$ cat src/rtl/booth_mac_seq.sv
// Iterative radix-4 Booth multiply-accumulate unit that retires two multiplier bits per cycle.
// Define BOOTH_MAC_ACC_EN to compile in the accumulator, ACC_CLR handling and sticky OVF.
module booth_mac_seq #(
  parameter int WIDTH = 8,
  parameter int ACC_W = 2*WIDTH+8
) (
  input  logic             i_clk,
  input  logic             i_rst_n,
  input  logic             i_in_valid,
  output logic             o_in_ready,
  input  logic [WIDTH-1:0] i_mx,
  input  logic [WIDTH-1:0] i_my,
  input  logic             i_signed,
  input  logic             i_acc_clr,
  output logic             o_out_valid,
  input  logic             i_out_ready,
  output logic [ACC_W-1:0] o_result,
  output logic             o_ovf
);

  localparam int PW    = 2*WIDTH+2;
  localparam int MW    = WIDTH+3;
  localparam int PRODW = 2*WIDTH;
  localparam int NITER = WIDTH/2+1;
  localparam int CW    = $clog2(NITER+1);

  typedef enum logic [1:0] {S_IDLE, S_BUSY, S_DONE} state_t;

  state_t             r_state;
  logic               r_inReady;
  logic               r_outValid;
  logic [PW-1:0]      r_mcand;
  logic [MW-1:0]      r_mplier;
  logic [PW-1:0]      r_pp;
  logic [CW-1:0]      r_cnt;
  logic               r_signed;
  logic [ACC_W-1:0]   r_result;

  logic [PW-1:0]      w_mxExt;
  logic [MW-1:0]      w_myExt;
  logic [PW-1:0]      w_term;
  logic [PW-1:0]      w_ppNext;
  logic signed [PRODW-1:0] w_prodS;
  logic [ACC_W-1:0]   w_prodExt;

  // Multiplier carries an implicit y[-1]=0 at bit 0 so the Booth window is always r_mplier[2:0].
  assign w_mxExt = {{(PW-WIDTH){i_signed & i_mx[WIDTH-1]}}, i_mx};
  assign w_myExt = {{2{i_signed & i_my[WIDTH-1]}}, i_my, 1'b0};

  always_comb begin
    w_term = '0;
    case (r_mplier[2:0])
      3'b001, 3'b010: w_term = r_mcand;
      3'b011:         w_term = r_mcand << 1;
      3'b100:         w_term = -(r_mcand << 1);
      3'b101, 3'b110: w_term = -r_mcand;
      default:        w_term = '0;
    endcase
  end

  assign w_ppNext = r_pp + w_term;
  assign w_prodS  = r_pp[PRODW-1:0];

  always_comb begin
    w_prodExt = ACC_W'(r_pp[PRODW-1:0]);
    if (r_signed) begin
      w_prodExt = ACC_W'(w_prodS);
    end
  end

`ifdef BOOTH_MAC_ACC_EN
  logic             r_accClr;
  logic             r_ovf;
  logic [ACC_W:0]   w_accSum;
  logic             w_ovfNow;

  assign w_accSum = {1'b0, r_result} + {1'b0, w_prodExt};
  // Signed overflow: both addends share a sign that the sum does not; unsigned: carry-out.
  assign w_ovfNow = r_signed ?
                    ((r_result[ACC_W-1] == w_prodExt[ACC_W-1]) &&
                     (w_accSum[ACC_W-1] != r_result[ACC_W-1])) :
                    w_accSum[ACC_W];
  assign o_ovf = r_ovf;
`else
  logic w_unusedAccClr;
  assign w_unusedAccClr = i_acc_clr;
  assign o_ovf = 1'b0;
`endif

  // BUSY spends NITER cycles adding terms and one more folding the product into the result.
  always_ff @(posedge i_clk) begin
    if (!i_rst_n) begin
      r_state    <= S_IDLE;
      r_inReady  <= 1'b1;
      r_outValid <= 1'b0;
      r_mcand    <= '0;
      r_mplier   <= '0;
      r_pp       <= '0;
      r_cnt      <= '0;
      r_signed   <= 1'b0;
      r_result   <= '0;
`ifdef BOOTH_MAC_ACC_EN
      r_accClr   <= 1'b0;
      r_ovf      <= 1'b0;
`endif
    end else begin
      case (r_state)
        S_IDLE: begin
          if (i_in_valid) begin
            r_mcand   <= w_mxExt;
            r_mplier  <= w_myExt;
            r_signed  <= i_signed;
`ifdef BOOTH_MAC_ACC_EN
            r_accClr  <= i_acc_clr;
`endif
            r_pp      <= '0;
            r_cnt     <= CW'(NITER);
            r_inReady <= 1'b0;
            r_state   <= S_BUSY;
          end
        end
        S_BUSY: begin
          if (r_cnt != '0) begin
            r_pp     <= w_ppNext;
            r_mcand  <= r_mcand << 2;
            r_mplier <= r_mplier >> 2;
            r_cnt    <= r_cnt - 1'b1;
          end else begin
`ifdef BOOTH_MAC_ACC_EN
            if (r_accClr) begin
              r_result <= w_prodExt;
              r_ovf    <= 1'b0;
            end else begin
              r_result <= w_accSum[ACC_W-1:0];
              if (w_ovfNow) begin
                r_ovf <= 1'b1;
              end
            end
`else
            r_result <= w_prodExt;
`endif
            r_outValid <= 1'b1;
            r_state    <= S_DONE;
          end
        end
        S_DONE: begin
          if (i_out_ready) begin
            r_outValid <= 1'b0;
            r_inReady  <= 1'b1;
            r_state    <= S_IDLE;
          end
        end
        default: begin
          r_state <= S_IDLE;
        end
      endcase
    end
  end

  assign o_in_ready  = r_inReady;
  assign o_out_valid = r_outValid;
  assign o_result    = r_result;

endmodule
$ cat config.mk
export PLATFORM = sky130hd
export DESIGN_NAME = booth_mac_seq
export DESIGN_NICKNAME = d
export VERILOG_FILES = /design/src/rtl/booth_mac_seq.sv
export SDC_FILE = /design/constraint.sdc
export NUM_CORES = 1
export LEC_CHECK = 0
export CORE_MARGIN = 5
export CORE_UTILIZATION = 55
export CTS_CLUSTER_DIAMETER = 30
export CTS_CLUSTER_SIZE = 28
export DETAILED_ROUTE_END_ITERATION = 12
export PLACE_DENSITY = 0.79
export SETUP_SLACK_MARGIN = 0.3
export SLEW_MARGIN = 25
export SYNTH_ARGS = -nofsm -noshare
export SYNTH_HDL_FRONTEND = slang
export SYNTH_SLANG_ARGS = --single-unit
$ cat constraint.sdc
create_clock -name i_clk -period 5.8 [get_ports i_clk]
set_input_delay 0.58 -clock i_clk [delete_from_list [all_inputs] [get_ports i_clk]]
set_output_delay 0.58 -clock i_clk [all_outputs]
set_load 0.005 [all_outputs]
==> qor.csv, run 1 <==
metric,value,unit
vdd_drop_max,0.1463,mV
p_per_area,270.0,mW/mm²
cts_tree,built,
dr.pass1.iters,5,
first_global_vias,3620,
tns,0,ns
max_freq,0.2465,GHz
leakage,1.749,nW
yosysMostFrequentCell,nand2_1,
rr_worst_depth,12,
fin_util,0.6534,
antenna_found_initial,0,
cts-root-buf,clkbuf_8,
post-synth-top-area-cell,dfxtp_1,
syn2layout_area_growth,14.56,%
netlist_instances,542,
finalPower,1.287,mW
worst_pin_slew,0.9327,ns
crit_path_end_kind,flop,
synth_xor_area_frac,0.06528,
design.core.area,0.007292,mm²
synthAdderAreaFrac,0.05897,
place.gp.congestion,0.8966,
synthMuxAreaShare,0.02046,
cts_hold_buf,0,
synth_flop_cell,dfxtp_1,
grt_usage,0.2121,
synthesis.nets,583,
ant_nets,0,
hpwlAfterDp,7.172,mm
crit_chain,"or4_1, or4_1, nand2_1, xnor2_1, a221oi_1, a31oi_1, ha_1, a2111oi_0, a211oi_1, nor3_1, xnor2_1, a32o_1",
n_antenna_cell,0,
yosysSeqAreaShare,0.3225,
layout.nets,598,
slew_viol_final,0,
synth_cell_types,52,
synth_edf_count,0,
row_count,31,
hold_viol,0,
synth-simple-area-share,0.2139,
synth-compound-area-share,0.2503,
ios,49,
hp-class,flop to flop,
grt_max_degree,40,
numClockSinks,67,
synth_top_family_by_area,compound AO/OA/AOI/OAI gates,
rsz0062_at_grt,false,
synth-seq-cells,67,
initial_core_util,0.5704,
ys_async_sr_fraction,0,
crit_arrival,4.30,ns
worst_clock_skew,0.01578,ns
cp_max_fo,7,
ys_top_cells_by_area,"dfxtp_1 (32%), a21oi_1 (8.1%), nand2_1 (7.7%), a22oi_1 (6.0%), ha_1 (5.4%)",
via_count,4006,
hold_depth,2,
cts_buffer_depth,2,
crit_type,flop to flop,
status,"complete, no violations",
cp-start-kind,flop,
required,6.04,ns
drt-wirelength-per-cell,15.58,µm
clk_pin_slew_worst_paths,0.08,ns
grt_pass1_wl,16.83,mm
post-route-period-util,0.6994,
crit_path_top_delay_cell,a2111oi_0,
path_buf_inv,0,
cts_setup_buffers,0,
cap_violations,0,
die_area,0.009401,mm²
fin_crit,4.057,ns
max_stage_delay,0.73,ns
die_width,96.96,µm
cts_resized,0,
drt_iter0_markers,261,
slew_headroom,0.3767,
overflow,0,
clk_latency,0.36,ns
ys_warn_count,0,
critical_path_cell_count,12,
crit_family,compound AO/OA/AOI/OAI gates,
vias_per_cell,6.061,
avgSynthCellArea,7.673,µm²
io_buffers,46,
syn_area,0.004159,mm²
nFillCells,670,
drive_gt1_frac,0.06406,
cts_buffers,9,
ctsHtreeMaxLevel,3,
routed_wl,10.30,mm
die_height,96.96,µm
synth_top_area_frac,0.3225,
synth_common_cells,"nand2_1 (85), a21oi_1 (67), dfxtp_1 (67)",
setup_viol,0,
drcViolationCount,0,
-- routing by layer --
metal / GRT usage / vias up / share of wire
met5: 0 / - / 0
met4: 0.09827 / 0 / 0.025
met3: 0.04460 / 19 / 0.053
met2: 0.3519 / 122 / 0.49
met1: 0.2619 / 1917 / 0.43
li1: - / 1948 / -
-- path summary, 6_finish.rpt --
check / startpoint / end / slack (ns)
worst max-delay path: r_mcand[0]$_SDFFE_PN0P_ / r_pp[14]$_SDFFE_PN0P_ / 1.74
worst min register to register: o_result[13]$_SDFFE_PN0P_ / o_result[13]$_SDFFE_PN0P_ / 0.45
worst min-delay path: o_result[13]$_SDFFE_PN0P_ / o_result[13]$_SDFFE_PN0P_ / 0.45
worst max register to register: r_mcand[0]$_SDFFE_PN0P_ / r_pp[14]$_SDFFE_PN0P_ / 1.74
-- metrics by stage --
stage	worst slack, ns	cell area (µm²)	hold slack [ns]	cells
after detailed placement	1.861	4561	0.4456	645
final	1.743	4765	0.4538	661
after floorplan	2.175	4159	0.4366	542
after global routing	1.474	4765	0.4728	661
after global placement	1.893	4558	0.4414	645
after CTS	1.807	4765	0.4553	661
-- cells by family after synthesis --
logic type / count (synthesis)
simple gates: 193
compound gates: 164
flops: 67
buf+inv: 59
xor+xnor: 31
fa+ha+maj: 19
mux: 8
other cells: 1
-- state kept, by name, summed over array words and instances (netlist names) --
| signal | flops |
|---|---|
| r_state | 2 |
| r_signed | 1 |
| o_out_valid | 1 |
| r_cnt | 3 |
| r_mplier | 10 |
| o_in_ready | 1 |
| r_pp | 16 |
| o_result | 17 |
| r_mcand | 16 |
-- worst min-delay path, stage by stage, from the launching register on --
cell     delay, ns
dfxtp_1       0.31
nand2_1       0.05
a21oi_1       0.05
-- power by group --
part | internal [mW] | switching (mW) | total [mW]
sequential | 0.486 | 0.0289 | 0.514
combinational | 0.146 | 0.221 | 0.367
clock | 0.212 | 0.193 | 0.405
total | 0.843 | 0.443 | 1.29
-- area by class of cell --
cell class / count / area (µm²) / share of cell area
timing repair buffer: 52 / 505.5 / 0.1061
clock buffer: 11 / 141.4 / 0.02967
tap: 99 / 123.9 / 0.02600
clock inverter: 5 / 62.56 / 0.01313
sequential: 67 / 1341 / 0.2815
multi-input combinational: 416 / 2549 / 0.5349
inverter: 11 / 41.29 / 0.008666
-- cell usage in the layout (no fill, tap or decap), drive strengths merged, types with 2 or more instances in the layout --
cell type and instances:
inv 10, nor2b 7, a221o 3, clkbuf 11, nor3 9, clkinvlp 2, mux2 4, or2 3
xnor2 21, nand2 85, a211oi 5, nand4 3, nand4b 2, and2 3, a31oi 5, clkinv 3
buf 6, nor4 5, or4 4, clkdlybuf4s50 46, a21oi 67, or3 4, mux2i 4, a221oi 3
a311oi 6, nor2 50, a32o 5, o21ai 21, a21o 4, nand2b 7, dfxtp 67, nand3 9
xor2 10, a22oi 33, o211ai 5, ha 18
No activity file was read; power rests on OpenSTA's default activity.
==> run 2: changes to the inputs <==
==> constraint.sdc (replaced) <==
create_clock -name i_clk -period 3.9 [get_ports i_clk]
set_input_delay 0.39 -clock i_clk [delete_from_list [all_inputs] [get_ports i_clk]]
set_output_delay 0.39 -clock i_clk [all_outputs]
set_load 0.005 [all_outputs]
==> run 2 against run 1 <==
Against the previous run:
- sequential share of layout area shrank 1.7 points
- critical path type unchanged
- critical endpoint is now r_pp[12]$_SDFFE_PN0P_
- flip-flop and latch count is the same
- routed wire length grew 4.9%
- die area is the same
- highest routed layer unchanged
==> qor.csv, run 2 (synthesis gave the netlist of run 1 again) <==
metric,value,unit
rsz0062_at_grt,true,
post-route-period-util,0.9285,
die_height,96.96,µm
io_buffers,46,
place.gp.congestion,0.8644,
design.core.area,0.007292,mm²
hold_start,o_result[10]$_SDFFE_PN0P_,
r2r-start,r_mcand[1]$_SDFFE_PN0P_,
drcViolationCount,0,
grtUsageMet3,0.03669,
final_area,0.005110,mm²
cts-root-buf,clkbuf_8,
rr_worst_depth,15,
fin_crit,3.621,ns
place_inst,653,
hold_depth,2,
die_area,0.009401,mm²
ant_nets,0,
leakage,1.871,nW
reg2reg_setup_slack,0.28,ns
grt.busiest_layer,met2,
slew_viol_final,0,
row_count,31,
layout_common_cells,"nand2_1 (83), a21oi_1 (66), dfxtp_1 (62)",
max_freq,0.2762,GHz
worst_pin_slew,0.9582,ns
crit_arrival,3.90,ns
drt-wirelength-per-cell,16.02,µm
drive_gt1_frac,0.1478,
timing.final.ws_setup,0.2789,ns
cts_hold_buf,0,
die_width,96.96,µm
layout.nets,612,
nFillCells,594,
largest_reg_flops,17,
final_common_cell,nand2_1,
fin_cells,674,
crit_path_end_kind,flop,
first_global_vias,3775,
cp_max_fo,6,
grt_pass1_wl,17.60,mm
grt_max_degree,51,
max_stage_delay,0.52,ns
overflow,0,
dpl_worst_slack,0.1197,ns
p_per_area,390.8,mW/mm²
vias_per_cell,6.025,
grt_usage,0.2199,
n_antenna_cell,0,
status,"complete, no violations",
crit_type,flop to flop,
ios,49,
antenna_found_initial,0,
drt_iter0_markers,250,
holdPathEnd,o_result[10]$_SDFFE_PN0P_,
clk_latency,0.35,ns
r2r_end,r_pp[12]$_SDFFE_PN0P_,
dr.pass1.iters,5,
clk_pin_slew_worst_paths,0.08,ns
crit_path_top_delay_cell,or4_4,
met1_usage,0.2835,
cp-start-kind,flop,
cts_buffer_depth,2,
grtUsageMet2,0.3572,
initial_core_util,0.5704,
cts_tree,built,
cts_buffers,9,
place_area,0.004622,mm²
hpwlAfterDp,7.122,mm
numClockSinks,67,
setup_viol,0,
ctsHtreeMaxLevel,3,
syn2layout_area_growth,22.86,%
hold_viol,0,
cap_violations,0,
crit_chain,"or4_4, or4_4, nand2_4, xnor2_4, a221oi_4, a31oi_4, ha_4, o21ai_2, nor2_2, o211ai_1, buf_4, a21o_1, a311oi_2, nand4b_1, o211ai_1",
hp-class,flop to flop,
required,4.18,ns
vdd_drop_max,0.2721,mV
worst_clock_skew,0.009397,ns
routed_wl,10.80,mm
tns,0,ns
slew_headroom,0.3597,
via_count,4061,
run 2: final cells by class:
type                    instances  area, µm²  area share
clock buffers                   9      123.9     0.02424
clock inverters                 6      57.56     0.01126
inverters                      11      41.29    0.008080
multi-input cells             416       2799      0.5477
flip-flops and latches         67       1350      0.2642
well taps                      99      123.9     0.02424
repair buffers                 66      614.3      0.1202
run 2: how the worst max path moves through the flow:
stage / cells after the start / to / startpoint / slack, ns
after floorplan: 13 / r_pp[14]$_SDFFE_PN0P_ / r_mcand[2]$_SDFFE_PN0P_ / 0.38
after global placement: 17 / r_pp[15]$_SDFFE_PN0P_ / r_mcand[1]$_SDFFE_PN0P_ / 0.23
after detailed placement: 17 / r_pp[15]$_SDFFE_PN0P_ / r_mcand[1]$_SDFFE_PN0P_ / 0.12
after CTS: 13 / r_pp[14]$_SDFFE_PN0P_ / r_mcand[2]$_SDFFE_PN0P_ / 0.25
after global routing: 15 / r_pp[12]$_SDFFE_PN0P_ / r_mcand[1]$_SDFFE_PN0P_ / 0.17
final: 15 / r_pp[12]$_SDFFE_PN0P_ / r_mcand[1]$_SDFFE_PN0P_ / 0.28
run 2: worst max-delay path: cells and delay by family, from the launching register on:
kind                     cells  cell delay (ns)
buffers and inverters        1             0.18
flip-flops                   1             0.37
AND/OR/NAND/NOR              5             1.39
adder cells (fa/ha/maj)      1             0.32
AO/OA/AOI/OAI                7             1.20
XOR/XNOR                     1             0.08
run 2: what timing repair did:
| action | 4_1_cts | 5_1_grt |
|---|---|---|
| pin swaps | 0 | 19 |
| setup endpoints to repair | 4 | 7 |
| resized for setup | 6 | 47 |
| setup buffers | 0 | 6 |
run 2: power by group:
group | switching [mW] | internal [mW] | total (mW)
clock network | 0.284 | 0.287 | 0.571
registers | 0.0522 | 0.723 | 0.775
logic | 0.371 | 0.280 | 0.651
total | 0.707 | 1.29 | 2.00
run 2: stage by stage:
stage                     power, mW    util  hold slack [ns]
final                         1.997  0.7008           0.4538
after global routing          2.101  0.7008           0.4688
after CTS                     1.896  0.6630           0.4556
after detailed placement      1.328  0.6338           0.4453
after global placement        1.312  0.6335           0.4411
after floorplan               1.194       -           0.4366
run 2: layer usage:
layer | vias to the layer above | wire, µm
li1 | 1974 | -
met1 | 1944 | 4826
met2 | 122 | 5228
met3 | 21 | 493
met4 | 0 | 252
met5 | - | 0
==> run 3: changes to the inputs <==
--- a/config.mk
+++ b/config.mk
@@ -5,7 +5,6 @@
 export SDC_FILE = /design/constraint.sdc
 export NUM_CORES = 1
 export LEC_CHECK = 0
-export CORE_MARGIN = 5
 export CORE_UTILIZATION = 55
 export CTS_CLUSTER_DIAMETER = 30
 export CTS_CLUSTER_SIZE = 28
==> constraint.sdc (replaced) <==
create_clock -name i_clk -period 3.9 [get_ports i_clk]
set_input_delay 1.17 -clock i_clk [delete_from_list [all_inputs] [get_ports i_clk]]
set_output_delay 1.17 -clock i_clk [all_outputs]
set_load 0.005 [all_outputs]
==> run 3 against run 2 <==
Against the previous run:
- worst hold slack barely moved
- design area is 0.86% lower
- highest routed layer unchanged
- first-iteration DRC count fell by 6.0%
- global-route usage rose by 5.6 points
- combinational power down 4.8%
- cell count up 1.0%
- die area down 16%
- critical path depth fell by 2
- clock skew shrank 0.0059 ns
==> qor.csv, run 3 (synthesis gave the netlist of run 1 again) <==
metric,value,unit
reg2reg_setup_slack,0.35,ns
die_height,88.96,µm
layout_common_cells,"nand2_1 (85), a21oi_1 (66), dfxtp_1 (62)",
slew_viol_final,0,
crit_family,simple AND/OR/NAND/NOR gates,
grt_max_degree,32,
status,"complete, no violations",
hold_viol,0,
cts_hold_buf,0,
design.core.area,0.007292,mm²
die_width,88.96,µm
drt_iter0_markers,235,
row_count,31,
hold_depth,2,
crit_path_top_delay_cell,or4_4,
io_buffers,46,
final_area,0.005066,mm²
final_common_cell,nand2_1,
grt_pass1_wl,16.96,mm
grt_usage,0.2755,
via_count,4106,
crit_path_end_kind,flop,
cts_tree,built,
tns,0,ns
routed_wl,10.56,mm
worst_pin_slew,0.7572,ns
cp-start-kind,flop,
antenna_found_initial,0,
largest_reg_flops,17,
crit_type,flop to flop,
place_area,0.004659,mm²
drcViolationCount,0,
syn2layout_area_growth,21.81,%
worst_clock_skew,0.003511,ns
fin_util,0.6947,
cp_max_fo,7,
rsz0062_at_grt,true,
crit_arrival,3.80,ns
r2r_end,r_pp[14]$_SDFFE_PN0P_,
slew_headroom,0.4946,
holdPathEnd,o_result[4]$_SDFFE_PN0P_,
hpwlAfterDp,7.278,mm
drive_gt1_frac,0.1375,
leakage,1.880,nW
overflow,0,
die_area,0.007914,mm²
hold_start,o_result[4]$_SDFFE_PN0P_,
r2r-start,r_mcand[0]$_SDFFE_PN0P_,
cts-root-buf,clkbuf_8,
cts_buffers,9,
rr_worst_depth,13,
n_antenna_cell,0,
max_freq,0.2814,GHz
cts_buffer_depth,2,
cap_violations,0,
ctsHtreeMaxLevel,3,
hp-class,flop to flop,
numClockSinks,67,
ios,49,
max_stage_delay,0.55,ns
setup_viol,0,
path_buf_inv,1,
first_global_vias,3634,
vias_per_cell,6.029,
dr.pass1.iters,5,
place.gp.congestion,0.9081,
post-route-period-util,0.9111,
fin_crit,3.553,ns
vdd_drop_max,0.2924,mV
required,4.15,ns
dpl_worst_slack,0.07578,ns
drt-wirelength-per-cell,15.51,µm
clk_latency,0.35,ns
p_per_area,404.3,mW/mm²
initial_core_util,0.5704,
clk_pin_slew_worst_paths,0.08,ns
timing.final.ws_setup,0.3465,ns
ant_nets,0,
crit_chain,"or4_4, or4_4, nand2_1, xnor2_1, a221oi_1, a31oi_1, ha_1, a2111oi_2, buf_4, a211oi_1, nor3_1, xnor2_1, a32o_1",
layout.nets,618,
run 3: changes by cell type in the layout (fill, tap and decap cells not counted), sizes merged:
cell | previous run | this run
inv | 10 | 11
bufinv | 1 | 2
clkinvlp | 1 | 2
buf | 20 | 26
clkinv | 5 | 2
clkbuf | 9 | 10
run 3: worst max-delay path by stage:
stage | start | endpoint | slack (ns) | cells past startpoint
6_report | r_mcand[0]$_SDFFE_PN0P_ | r_pp[14]$_SDFFE_PN0P_ | 0.35 | 13
5_1_grt | r_mcand[5]$_SDFFE_PN0P_ | r_pp[15]$_SDFFE_PN0P_ | 0.26 | 16
4_1_cts | r_mcand[2]$_SDFFE_PN0P_ | r_pp[14]$_SDFFE_PN0P_ | 0.30 | 13
3_5_place_dp | r_mcand[0]$_SDFFE_PN0P_ | r_pp[15]$_SDFFE_PN0P_ | 0.08 | 17
3_3_place_gp | r_mcand[0]$_SDFFE_PN0P_ | r_pp[15]$_SDFFE_PN0P_ | 0.23 | 17
2_1_floorplan | r_mcand[2]$_SDFFE_PN0P_ | r_pp[14]$_SDFFE_PN0P_ | 0.38 | 13
run 3: timing repair:
item	in CTS	in global routing
pin swaps	3	13
endpoints found under the setup margin	5	6
setup buffers	2	6
hold endpoints to repair	0	0
gates resized for setup	9	22
run 3: where the power goes:
group / internal [mW] / switching [mW] / leakage (nW) / total (mW)
sequential: 0.723 / 0.0529 / 0.547 / 0.776
clock: 0.361 / 0.291 / 0.103 / 0.652
combinational: 0.271 / 0.349 / 1.23 / 0.620
total: 1.36 / 0.693 / 1.88 / 2.05
run 3: layout make-up:
cell class | count | area, µm²
fillers | 601 | 2226
well taps | 99 | 123.9
multi-input cells | 416 | 2666
inverters | 11 | 41.29
clock inverters | 6 | 88.84
repair buffers | 72 | 668.1
flip-flops and latches | 67 | 1350
clock buffers | 10 | 127.6
run 3: metrics by stage:
| stage | hold slack (ns) | power, mW | std cells |
|---|---|---|---|
| finish | 0.4539 | 2.048 | 681 |
| global route | 0.4761 | 2.145 | 681 |
| CTS | 0.4565 | 2.003 | 675 |
| global placement | 0.4407 | 1.319 | 657 |
| detailed placement | 0.4459 | 1.342 | 657 |
| floorplan | 0.4366 | 1.194 | 542 |
run 3: per-layer routing:
metal / GRT usage / part of all wire / vias to the layer above
met4: 0.1299 / 0.036 / 0
met5: 0 / 0 / -
li1: - / - / 1998
met1: 0.3449 / 0.43 / 1923
met2: 0.4657 / 0.48 / 155
met3: 0.04432 / 0.054 / 30
run 3: worst register-to-register path, delay by kind of cell (launching register included):
| kind | cells | cell delay, ns |
|---|---|---|
| xor+xnor | 2 | 0.24 |
| fa+ha+maj | 1 | 0.32 |
| compound gates | 5 | 0.99 |
| simple gates | 4 | 1.35 |
| flops | 1 | 0.37 |
| buf+inv | 1 | 0.18 |
